**config.mk**
```make
export PLATFORM = sky130hd
export DESIGN_NAME = reg_file
export DESIGN_NICKNAME = d
export VERILOG_FILES = /design/src/rtl/reg_file.sv
export SDC_FILE = /design/constraint.sdc
export NUM_CORES = 1
export LEC_CHECK = 0
export ABC_AREA = 1
export CAP_MARGIN = 20
export CORE_ASPECT_RATIO = 1.1
export CORE_MARGIN = 2
export CORE_UTILIZATION = 37
export DETAILED_ROUTE_END_ITERATION = 6
export GPL_TIMING_DRIVEN = 0
export PLACE_DENSITY_LB_ADDON = 0.12
export REMOVE_ABC_BUFFERS = 1
export SLEW_MARGIN = 25
export SYNTH_ARGS = -nofsm -noshare
export SYNTH_HDL_FRONTEND = slang
export SYNTH_SLANG_ARGS = --single-unit
```
**constraint.sdc**
```tcl
create_clock -name CLK -period 1.2 [get_ports CLK]
set_input_delay 0.18 -clock CLK [delete_from_list [all_inputs] [get_ports CLK]]
set_output_delay 0.18 -clock CLK [all_outputs]
set_load 0.005 [all_outputs]
```
**src/rtl/reg_file.sv**
```systemverilog
// Register file with two combinational read ports and one write port.
// Also tracks which registers were written and a saturating write count.
module reg_file #(
  parameter int DATA_W = 8,
  parameter int ADDR_W = 3
) (
  input  logic                 CLK,
  input  logic                 RESET,
  input  logic [DATA_W-1:0]    IN,
  input  logic [ADDR_W-1:0]    INADDRESS,
  input  logic                 WRITE,
  input  logic [ADDR_W-1:0]    OUT1ADDRESS,
  input  logic [ADDR_W-1:0]    OUT2ADDRESS,
  output logic [DATA_W-1:0]    OUT1,
  output logic [DATA_W-1:0]    OUT2,
  output logic [2**ADDR_W-1:0] WRITTEN,
  output logic [7:0]           WRCOUNT
);

  localparam int NREG = 2**ADDR_W;

  logic [NREG-1:0][DATA_W-1:0] regs;

  // Reset wins over a same-edge write; the count holds at 255 instead of wrapping.
  always_ff @(posedge CLK) begin
    if (RESET) begin
      regs    <= '0;
      WRITTEN <= '0;
      WRCOUNT <= '0;
    end else if (WRITE) begin
      regs[INADDRESS]    <= IN;
      WRITTEN[INADDRESS] <= 1'b1;
      if (WRCOUNT != 8'hFF)
        WRCOUNT <= WRCOUNT + 8'd1;
    end
  end

  // No write bypass: reads see the registered value only.
  assign OUT1 = regs[OUT1ADDRESS];
  assign OUT2 = regs[OUT2ADDRESS];

endmodule

```
==> implementation parameters <==
Parameter                              Value

Logic synthesis
  Most frequently used cell type in the post-synthesis netlist    nand2_1
  Fraction of post-synthesis cell area in the top cell type by area    39.3%
  Number of enable-type register cells in the synthesized netlist    0
  Synthesized-area fraction occupied by ao, oa, aoi and oai cells    26.5%
  Synth cell count leaders    139 x nand2_1, 94 x nor2_1, 92 x o21ai_0, 80 x dfxtp_1, 72 x a21oi_1
  Total standard cell area after synthesis    0.00408 mm^2
  XOR/XNOR Fraction of Synth Area    0%
  Area fraction in and, or, nand and nor cells after synthesis    24.1%
  Share of async-settable or async-resettable flops after synthesis    0%
  Adder-cell area share of the yosys netlist    0.307%
  Portion of netlist area occupied by mux cells    0%
  Number of warnings issued by yosys    0
  Cells after Synth    623
  Largest family of logic cells by synthesized area    compound AO/OA/AOI/OAI gates
  Mean post-synth cell area    6.54 um^2
  Sequential share of the synthesized area    39.3%
  Most area-consuming cells after synthesis    dfxtp_1 39%, nand2_1 13%, o21ai_0 11%, a21oi_1 8.8%, nor2_1 8.7%
  Most used DFF post-synth    dfxtp_1
  Library cell with the largest summed area after synthesis    dfxtp_1
  Count of distinct cell types in the synthesized netlist    21
  Flop and latch count out of synthesis    80

Placed design
  Placed instance count    787
  Routability congestion estimate from global placement    0.828
  Number of I/O port buffers    51
  Minimum setup slack after placement    -0.919 ns
  Dpl cell area    0.00462 mm^2
  Post-DP HPWL    7.43 mm

STA
  Clock skew    0.00131 ns
  Top achievable clock speed    701 MHz
  Worst slew pin tran    0.586 ns
  Minimum period implied by the final worst setup slack    1.43 ns
  Final number of max-transition violations    0
  Setup Viol. Count Final    16
  Unrepaired setup endpoints after global routing    true
  Crit path setup slack, layout    -0.227 ns
  Share of the clock period used by the worst path after layout    119%
  Post-route setup TNS    -2.98 ns
  Slew HR    60.9%
  Total count of hold-check failures in the final report    0

Run status
  Result of the run    finished, violations left
  Failing checks    setup timing

CTS
  Latest clock arrival within the worst-skew pair    0.34 ns
  Number of clock sinks    80
  Number of CTS-inserted buffers    9
  TritonCTS clock tree    built
  Clock Root Buffer    clkbuf_16
  Clock Pin Slew Worst Setup and Hold Paths    0.06 ns
  Total number of H-tree levels    3
  Max Buffers Root-to-Sink    2

Die
  Die Wd    104 um
  Total Die Area    0.0119 mm^2
  Die span in y    114 um
  Starting density of the core    37.7%
  Number of rows in the core area    40
  Area of the core region    0.0108 mm^2
  Top-level I/O count    52

Pwr
  Total power per unit cell area    1260 mW/mm^2
  Leakage component of the power    2.30 nW
  Combinational power share    14.3%
  Internal power of the cells    4.82 mW
  Switching power of the nets    1.74 mW
  Worst IR Drop VDD    0.671 mV
  Share of total power in the clock network    43.0%
  Seq pwr share    42.7%
  Sw Share    26.5%

Drt
  Via total after detailed routing    4118
  Number of nets with antenna violations after routing    0
  Detail-routed via count per cell    5.07
  Count of routing violations after the opening detailed-route iteration    222
  Post-Route WL    11.8 mm
  DRC violation count after routing    0
  First drt pass iteration count    4
  WL/cell    14.5 um

Global routing
  Vias in the first global route    3892
  Grt ovf    0
  Antenna violations before repair    0
  Wire length of the first global-routing pass    19.2 mm
  Gr usage total    20.4%
  Maximum number of pins on one net before global-route repair    37

Cells and area
  Post-layout utilization of the core    48.3%
  Non-Filler Cell Area, Final    0.00522 mm^2
  Storage element area    0.00164 mm^2
  Area delta synth->final    28.0%
  Count of filler cells inserted in the layout    1165
  Share of cells above drive strength 1    24.0%
  Number of antenna repair diodes    0
  Non-Filler Instances    813
  Multi-input gate area in the final layout    0.00228 mm^2
  Total Nets Final    682

Worst setup path
  Top delay family on crit path    flip-flops
  Data required time of the critical path    1.02 ns
  Capturing element type of the critical path    output port
  R2R cell count    6
  Slowest-stage cell, CP    dfxtp_2
  Cell depth of the worst setup path    7
  Worst Setup Start Kind    flip-flop
  Most frequent cell on the critical path    nand2_1
  Worst path buffer plus inverter count    2
  Ordered cell list for the critical path    inv_2, a21oi_2, o21ai_1, nand2_1, nand2_1, nand2_2, buf_2
  Flop2flop setup slack    0.10 ns
  Largest stage delay on the critical path    0.32 ns
  Maximum fanout encountered on the critical timing path    3
  Critical path class    flip-flop to output port
  Arrival time of data at the critical path endpoint    1.25 ns

Hold path
  Worst hold stages    3
  HP Class    input port to flip-flop

Job
  Total of max-cap violations    0
metrics by stage:
stage	power [mW]	hold WS (ns)
final	6.56	0.252
after floorplan	3.26	0.249
after global routing	6.86	0.275
after global placement	3.72	0.459
after detailed placement	3.74	0.462
after CTS	6.58	0.425
path summary, 6_finish.rpt:
| path | to | startpoint |
|---|---|---|
| hold / removal | WRCOUNT[1] | WRITE |
| hold reg to reg | regs[56] | regs[56] |
| setup / recovery | OUT1[2] | regs[42] |
| setup reg to reg | WRCOUNT[0] | WRCOUNT[0] |
power by group through the flow:
stage | registers [mW] | clock network [mW] | logic [mW]
6_report | 2.80 | 2.82 | 0.936
3_3_place_gp | 2.85 | 0 | 0.874
3_5_place_dp | 2.85 | 0 | 0.890
2_1_floorplan | 2.84 | 0 | 0.422
4_1_cts | 2.80 | 2.89 | 0.897
5_1_grt | 2.81 | 3.00 | 1.05
cell families after synthesis:
logic type,count (synthesis)
flops,80
simple gates,251
buf+inv,91
compound gates,200
fa+ha+maj,1
placed cells by master (no fill, tap or decap), types with 8 or more instances in the layout:
master           instances
a21oi_1                 51
a21oi_2                 21
buf_2                   14
buf_4                    9
clkbuf_16                9
clkdlybuf4s50_1          8
dfxtp_1                 54
dfxtp_2                 24
dlygate4sd2_1           20
inv_1                   22
inv_2                   27
nand2_1                125
nand2_2                 14
nor2_1                  88
o211ai_1                32
o21ai_0                 60
o21ai_1                 36
worst reg2reg max path: stages (launching register included):
cell and delay, ns:
dfxtp_4 0.38, ha_4 0.15, nand2_4 0.07, nor2_4 0.12, nand2_2 0.10, a21oi_1 0.13
nor2_1 0.05
what timing repair did:
item                                   in CTS  in global routing
pin swaps                                  32                 24
buffers inserted                            8                  1
resized for setup                         194                 54
setup endpoints to repair                 108                 75
hold buffers                                0                  0
gates cloned                                2                  0
endpoints found under the hold margin       0                  0
registers in the layout, indices dropped and copies added, names as in the netlist:
register and flops:
WRCOUNT 8, WRITTEN 8, regs 64
layout make-up:
cell class / count / area share (%)
clock buffer: 11 / 4.84
clock inverter: 5 / 1.06
inverter: 55 / 4.84
multi-input combinational: 453 / 43.7
sequential: 80 / 31.4
tap: 147 / 3.53
timing repair buffer: 61 / 10.5
timing repair inverter: 1 / 0.168
per-layer routing:
metal  track usage (%)  share of wire [%]  vias to the layer above
met3              4.61                5.6                       17
li1                  -                  -                     2136
met5                 0                  0                        -
met4              8.83                1.9                        0
met1              26.5                 47                     1862
met2              32.9                 46                      103
(Power assumes the default switching activity.)
